==> src/rtl/btb_update_queue.sv <==
// Filters resolved taken branches that need a BTB write, buffers them in a
// circular FIFO and drains up to two per cycle without same-set collisions.
module btb_update_queue #(
  parameter int DEPTH    = 8,
  parameter int BTB_SIZE = 32
) (
  input  logic                     clock,
  input  logic                     reset,
  input  logic                     in1_valid,
  input  logic [63:0]              in1_pc,
  input  logic                     in1_taken,
  input  logic [63:0]              in1_target,
  input  logic                     in1_pred_valid,
  input  logic [63:0]              in1_pred_target,
  input  logic                     in2_valid,
  input  logic [63:0]              in2_pc,
  input  logic                     in2_taken,
  input  logic [63:0]              in2_target,
  input  logic                     in2_pred_valid,
  input  logic [63:0]              in2_pred_target,
  output logic                     in_ready,
  output logic [63:0]              pc_idx1,
  output logic [63:0]              target_pc1,
  output logic                     target_pc1_valid,
  output logic [63:0]              pc_idx2,
  output logic [63:0]              target_pc2,
  output logic                     target_pc2_valid,
  output logic [$clog2(DEPTH):0]   count
);
  localparam int DATA_W = 64;
  localparam int PTR_W  = $clog2(DEPTH);
  localparam int CNT_W  = PTR_W + 1;
  localparam int SET_W  = $clog2(BTB_SIZE);
  localparam logic [CNT_W-1:0] READY_MAX = CNT_W'(DEPTH - 2);
  localparam logic [CNT_W-1:0] FULL_CNT  = CNT_W'(DEPTH);

  logic [DATA_W-1:0] pc_q  [DEPTH];
  logic [DATA_W-1:0] tgt_q [DEPTH];
  logic [DEPTH-1:0]  vld_q;
  logic [PTR_W-1:0]  head, tail, head_nx1, tail_wr2;
  logic              need1, need2, dup, en1, en2, deq1, deq2;
  logic [1:0]        enq_num, deq_num;
  logic [CNT_W-1:0]  count_next;

  function automatic logic [SET_W-1:0] set_of(input logic [DATA_W-1:0] pc);
    return pc[SET_W+1:2];
  endfunction

  function automatic logic needs_update(input logic v, input logic taken,
                                        input logic pred_v,
                                        input logic [DATA_W-1:0] target,
                                        input logic [DATA_W-1:0] pred_target);
    return v && taken && (!pred_v || (pred_target != target));
  endfunction

  // Enqueue side: filter, collapse same-PC pairs, all-or-nothing acceptance
  assign in_ready = (count <= READY_MAX);
  assign need1    = needs_update(in1_valid, in1_taken, in1_pred_valid, in1_target, in1_pred_target);
  assign need2    = needs_update(in2_valid, in2_taken, in2_pred_valid, in2_target, in2_pred_target);
  assign dup      = need1 && need2 && (in1_pc == in2_pc);
  assign en1      = in_ready && need1 && !dup;
  assign en2      = in_ready && need2;
  assign enq_num  = {1'b0, en1} + {1'b0, en2};
  assign tail_wr2 = tail + PTR_W'(en1);

  // Dequeue side: purely from registered state, second port blocked on set clash
  assign head_nx1 = head + PTR_W'(1);
  assign deq1     = (count != '0) && vld_q[head];
  assign deq2     = (count >= CNT_W'(2)) && vld_q[head_nx1] &&
                    (set_of(pc_q[head]) != set_of(pc_q[head_nx1]));
  assign deq_num  = {1'b0, deq1} + {1'b0, deq2};
  assign count_next = count + CNT_W'(enq_num) - CNT_W'(deq_num);

  assign target_pc1_valid = deq1;
  assign pc_idx1          = deq1 ? pc_q[head]      : '0;
  assign target_pc1       = deq1 ? tgt_q[head]     : '0;
  assign target_pc2_valid = deq2;
  assign pc_idx2          = deq2 ? pc_q[head_nx1]  : '0;
  assign target_pc2       = deq2 ? tgt_q[head_nx1] : '0;

  always_ff @(posedge clock) begin
    if (reset) begin
      head  <= '0;
      tail  <= '0;
      count <= '0;
      vld_q <= '0;
    end else begin
      assert (count_next <= FULL_CNT);
      head  <= head + PTR_W'(deq_num);
      tail  <= tail + PTR_W'(enq_num);
      count <= count_next;
      // Dequeue slots never alias the enqueue slots since two slots stay free
      if (deq1) vld_q[head]     <= 1'b0;
      if (deq2) vld_q[head_nx1] <= 1'b0;
      if (en1)  vld_q[tail]     <= 1'b1;
      if (en2)  vld_q[tail_wr2] <= 1'b1;
    end
  end

  always_ff @(posedge clock) begin
    if (en1) begin
      pc_q[tail]  <= in1_pc;
      tgt_q[tail] <= in1_target;
    end
    if (en2) begin
      pc_q[tail_wr2]  <= in2_pc;
      tgt_q[tail_wr2] <= in2_target;
    end
  end
endmodule

==> config.mk <==
export PLATFORM = sky130hd
export DESIGN_NAME = btb_update_queue
export DESIGN_NICKNAME = d
export VERILOG_FILES = /design/src/rtl/btb_update_queue.sv
export SDC_FILE = /design/constraint.sdc
export NUM_CORES = 2
export LEC_CHECK = 0
export ABC_AREA = 0
export CAP_MARGIN = 40
export CORE_UTILIZATION = 25
export DETAILED_ROUTE_END_ITERATION = 6
export DONT_BUFFER_PORTS = 1
export PLACE_DENSITY = 0.42
export SYNTH_ARGS = -nofsm -noshare
export SYNTH_HDL_FRONTEND = slang
export SYNTH_SLANG_ARGS = --single-unit
==> constraint.sdc <==
create_clock -name clock -period 21.8 [get_ports clock]
set_input_delay 4.36 -clock clock [delete_from_list [all_inputs] [get_ports clock]]
set_output_delay 4.36 -clock clock [all_outputs]
set_load 0.01 [all_outputs]
### Word-level counts from Yosys, hierarchy flattened

Memories as Yosys holds them, arrays and structs flattened. A register that Yosys moved wholly into a read port is not among the register bits.
Index checks and enable logic that the tools add are counted.
Widths: inputs -> output; s select.

| storage, ports and cells | value |
|---|---|
| bits in registers | 18 |
| bits in latches | 0 |
| memory bits (writable) | 1,024 |
| bits in read-only memories | 0 |
| output and inout bits | 263 |
| memories kept | 2 |

| operators by class | value |
|---|---|
| $add $sub $neg | 8 |
| multiply operators | 0 |
| div/mod/pow operators | 0 |
| $lt $le $gt $ge | 10 |
| equality and inequality tests | 4 |
| shift-type cells | 0 |
| mux-type cells | 29 |
| bitwise gates (word level) | 6 |
| reduce and logical (&&, ||, !) cells | 22 |

Memories:

| memory | depth | width | read ports | clocked after Yosys merged registers in | wr ports | line | source |
|---|---|---|---|---|---|---|---|
| pc_q | 8 | 64 | 2 | 1 | 2 | 37 | `logic [DATA_W-1:0] pc_q [DEPTH];` |
| tgt_q | 8 | 64 | 2 | 1 | 2 | 38 | `logic [DATA_W-1:0] tgt_q [DEPTH];` |

Operators with widths:

| cell | count |
|---|---|
| $mux 64 | 4 |
| $ne 64x64->1 | 2 |
| $eq 64x64->1 | 1 |
| $mux 8 | 7 |
| $and 8x8->8 | 2 |
| $logic_and 1x1->1 | 16 |
| $lt 3x4->1 const B | 4 |
| $not 8->8 | 2 |
| $or 8x8->8 | 2 |
| $demux 1 s3 | 4 |
| $ge 3x1->1 const B | 4 |
| $mux 1 | 10 |
| $add 3x2->3 | 2 |
| $bmux 1 s3 | 2 |
| $mux 3 | 2 |
| $ne 5x5->1 | 1 |
| $add 1x1->2 | 2 |
| $add 4x2->4 | 1 |
| $ge 4x2->1 const B | 1 |
| $le 4x3->1 const B | 1 |
| $reduce_bool 4->1 | 1 |
| $sub 4x2->4 | 1 |
| $add 3x1->3 | 1 |
| $add 3x1->3 const B | 1 |
| 2 further kinds | 5 |

### Logic depth before layout (Yosys ltp)

| logic depth | value |
|---|---|
| word-level depth | 16 |
| mapped depth | 21 |

### Least setup slack after synthesis

Ideal clock, no wire load.

| timing path | value |
|---|---|
| kind | input to register |
| start | input in2_target[55] |
| end | memory pc_q[1][0], enable pin |
| data arrival time | 15.523 ns |
| data required time | 20.996 ns |
| setup slack | 5.473 ns |
| stages | 10 |
| cells stage by stage | clkbuf_1 -> nor2b_1 -> a2111o_1 -> nor4_1 -> nand4_1 -> o2111ai_1 -> nand3_2 -> inv_4 -> nand2_1 -> o31ai_1 |

RTL lines:

| item | line | source |
|---|---|---|
| start, declared | 18 | `input logic [63:0] in2_target,` |
| end, declared | 37 |  |

### Final worst setup path

| timing path | value |
|---|---|
| start | register head[0] |
| end | output pc_idx2[55] |

| on the way | value |
|---|---|
| word-level cells in the longest chain between the ends | 6 |
| elaborated cells between the ends (all ways) | 8 |
| classes of those cells | add/sub: 1; eq/ne: 1; mux: 3; reduce/logical: 2; memory: 1 |

RTL lines:

| item | line | source |
|---|---|---|
| start, declared | 40 | `logic [PTR_W-1:0] head, tail, head_nx1, tail_wr2;` |
| start signal, assigned | 89 | `head <= head + PTR_W'(deq_num);` |
| $add 3x1->3 * | 67 | `assign head_nx1 = head + PTR_W'(1);` |
| parallel branches: the longest is 4 deep, another holds $mem_v2 8x64 | -- |  |
| $mux 64 * | 78 | `assign pc_idx2 = deq2 ? pc_q[head_nx1] : '0;` |
| end, declared | 25 | `output logic [63:0] pc_idx2,` |

Mark *: on every way between the ends. The select of a mux whose other input is x is not followed.

==> impl_metrics.ini <==
[final_layout]
final_cell_mix = 1024 x edfxtp_1, 658 x mux2_2, 435 x o22ai_1
drive_above_1_share = 0.266
fin_nets = 5138
layout_commonest_cell = edfxtp_1
area_growth_pct = 14.2

[timing]
worst_slew_margin_rel = 0.252
worst_pin_slew_ns = 1.11
hold_viol = 0
finalCritPeriodShare = 0.517
fin_hold_ws_ns = 0.563
period_needed_ns = 11.28
setup_tns_ns = 0
finalWorstSetupSlack_ns = 10.52
finalClockSkew_ns = 0.0298
fmax_mhz = 88.6
slew_violations = 0
rsz0062_at_grt = false
setup_violations = 0

[clock_network]
postCtsHoldBufs = 0
clkTransAtPathRegs_ns = 0.06
h-tree-depth = 4
clockBufferDepth = 3
cts_setup_buffers = 0
clock_latency_ns = 0.80
clock-sinks = 1042
cts_root_buf = clkbuf_16
cts_tree = done
post_cts_resized = 0
numCtsBuffers = 131

[place]
place_congestion = 1.02
post-dp-hpwl_um = 197000
preCtsSetupSlack_ns = 10.66
numPortBuffers = 0

[power_and_ir_drop]
p_leak_uw = 0.0221
combPwrFrac = 0.394
p_total_uw = 7660
power.switching_uw = 3070
intPower_uw = 4590
p_seq_frac = 0.322
pwr-share-clk = 0.283
p_per_area_nw_per_um2 = 109
swShare = 0.401
peakVddDrop_v = 0.000118

[critical_path]
reg2reg_slack_ns = 15.31
r2r_end = count[3]
crit_type = reg -> out
slowest_stage = dfxtp_4
crit_required_ns = 17.44
critical_path_buf_inv_count = 5
crit_family = buffers and inverters
worst-path-max-fanout = 57
end_kind = primary output
cp-start-kind = flip-flop
path_common_cell = buf_4
ff2ff_path_depth = 18
path_depth = 13
arrival_ns = 6.92
slowest_delay_ns = 0.91
r2r_start = head[0]
path_cells = ha_4, xor2_4, buf_4, buf_4, nand2_4, o22ai_1, nor3_1, o211ai_1, o21ai_4, buf_4, buf_4, a2111oi_2, buf_4

[min_path]
min_path_cells = 2
min_to = vld_q[6]
worstHoldPathType = reg -> reg
hold_path.startpoint = vld_q[6]

[route]
vias = 46674
initialDrtViolationCount = 5626
vias_per_cell = 5.80
drc = 2
firstDrtPassIters = 7
ant_nets = 0
wl_um = 314000
wl_per_cell_um = 39.1

[global_routing]
grt_pass1_wl_um = 419000
met2_usage = 0.399
grt_max_degree = 116
use_met1 = 0.304
grtUsageMet3 = 0.0686
first_global_vias = 45713
antenna_found_initial = 20
top_usage_layer = met2
grt_overflow = 0
track_usage = 0.245

[synth]
yosys-top-cells-area = edfxtp_1 50%, mux2_2 12%, mux2_1 7.3%, o22ai_1 4.4%, mux4_2 3.3%
syn_area_per_cell_um2 = 12.4
synth_cells = 4938
yosysWarnings = 0
syn_area_um2 = 61500
syn_nets = 5346
synth_edf_count = 1024
async_flop_share = 0
ys_seq_area_frac = 0.506
synth_top_flop_cell = edfxtp_1
yosysTopAreaCell = edfxtp_1
yosysTopAreaCellShare = 0.500
yosysUniqueCellTypes = 71
ys_seq_elements = 1042

[floorplan]
start_util = 0.252
die-area_um2 = 248000
io_pins = 655
coreArea_um2 = 244000
die_w_um = 498
rows = 181
die_h_um = 498

[outcome]
outcome = complete, but fails checks
violations = DRC

[flow_run]
cap_violations = 0
-- worst min-delay path, delay by kind of cell, from the launching register on --
kind,cells,cell delay [ns]
AO/OA/AOI/OAI,2,0.18
flip-flops,1,0.32
-- sequential cells by signal, indices dropped and copies added, names as in the netlist --
register and count:
pc_q 512, tgt_q 512, vld_q 8, count 4, head 3, tail 3
-- per-layer routing --
layer  wire length (um)  vias to the layer above
met5                 59                        -
met4              13600                        4
met3              29800                      504
met2             146000                     2796
met1             125000                    24369
li1                   -                    19001
-- power groups by stage --
stage                     combinational (uW)  clock (uW)  sequential [uW]
after floorplan                         1690           0             2500
after global placement                  2910           0             2510
after detailed placement                3020           0             2500
after CTS                               3030        2210             2460
after global routing                    3140        2280             2480
final                                   3020        2170             2470
-- cells by family (layout without fill, tap and decap cells) --
| kind of cell | after synthesis | after routing | synth area share |
|---|---|---|---|
| other | 0 | 11 | 0 |
| buffers and inverters | 696 | 587 | 0.0492 |
| AND/OR/NAND/NOR | 844 | 844 | 0.0678 |
| flip-flops | 1042 | 1042 | 0.506 |
| multiplexers | 1247 | 1247 | 0.243 |
| adder cells (fa/ha/maj) | 16 | 16 | 0.00375 |
| AO/OA/AOI/OAI | 920 | 920 | 0.106 |
| XOR/XNOR | 173 | 173 | 0.0247 |
-- metrics by stage --
step	utilization	cell area [um^2]	std cells
2_1_floorplan	-	61500	4938
3_3_place_gp	0.265	64600	7684
3_5_place_dp	0.271	66000	7794
4_1_cts	0.288	70100	8026
5_1_grt	0.288	70200	8039
6_report	0.288	70200	8042
-- worst max path at each step --
| stage | start | end | slack (ns) |
|---|---|---|---|
| after CTS | head[0] | target_pc2[10] | 10.46 |
| after global routing | head[0] | target_pc2[10] | 10.38 |
| final | head[0] | pc_idx2[55] | 10.52 |
| after floorplan | in2_target[55] | pc_q[1][0] | 5.47 |
| after global placement | in2_pred_target[62] | pc_q[7][49] | 8.22 |
| after detailed placement | in2_pred_target[13] | pc_q[2][36] | 10.66 |
-- cells in the mapped netlist, types with 41 or more instances --
master	n
clkbuf_1	343
mux2i_1	102
a21oi_1	41
nand3_1	53
nor3_1	79
nand2_1	249
o221ai_1	87
nor2_1	164
o22ai_1	435
buf_1	123
a2111oi_0	68
mux4_2	89
buf_2	118
mux2_2	658
edfxtp_1	1024
inv_1	48
o21ai_0	56
xnor2_1	72
or4_1	55
o22a_1	67
mux2_1	396
nor4_1	103
xor2_1	101
-- cell type report --
cell class,count,area (um^2)
fillers,24774,174000
flip-flops and latches,1042,31100
multi-input cells,3200,27800
well taps,3202,4010
clock buffers,165,3430
repair buffers,301,2930
clock inverters,67,676
inverters,54,208
diodes,11,27.5
Power figures use the tool's default switching activity.
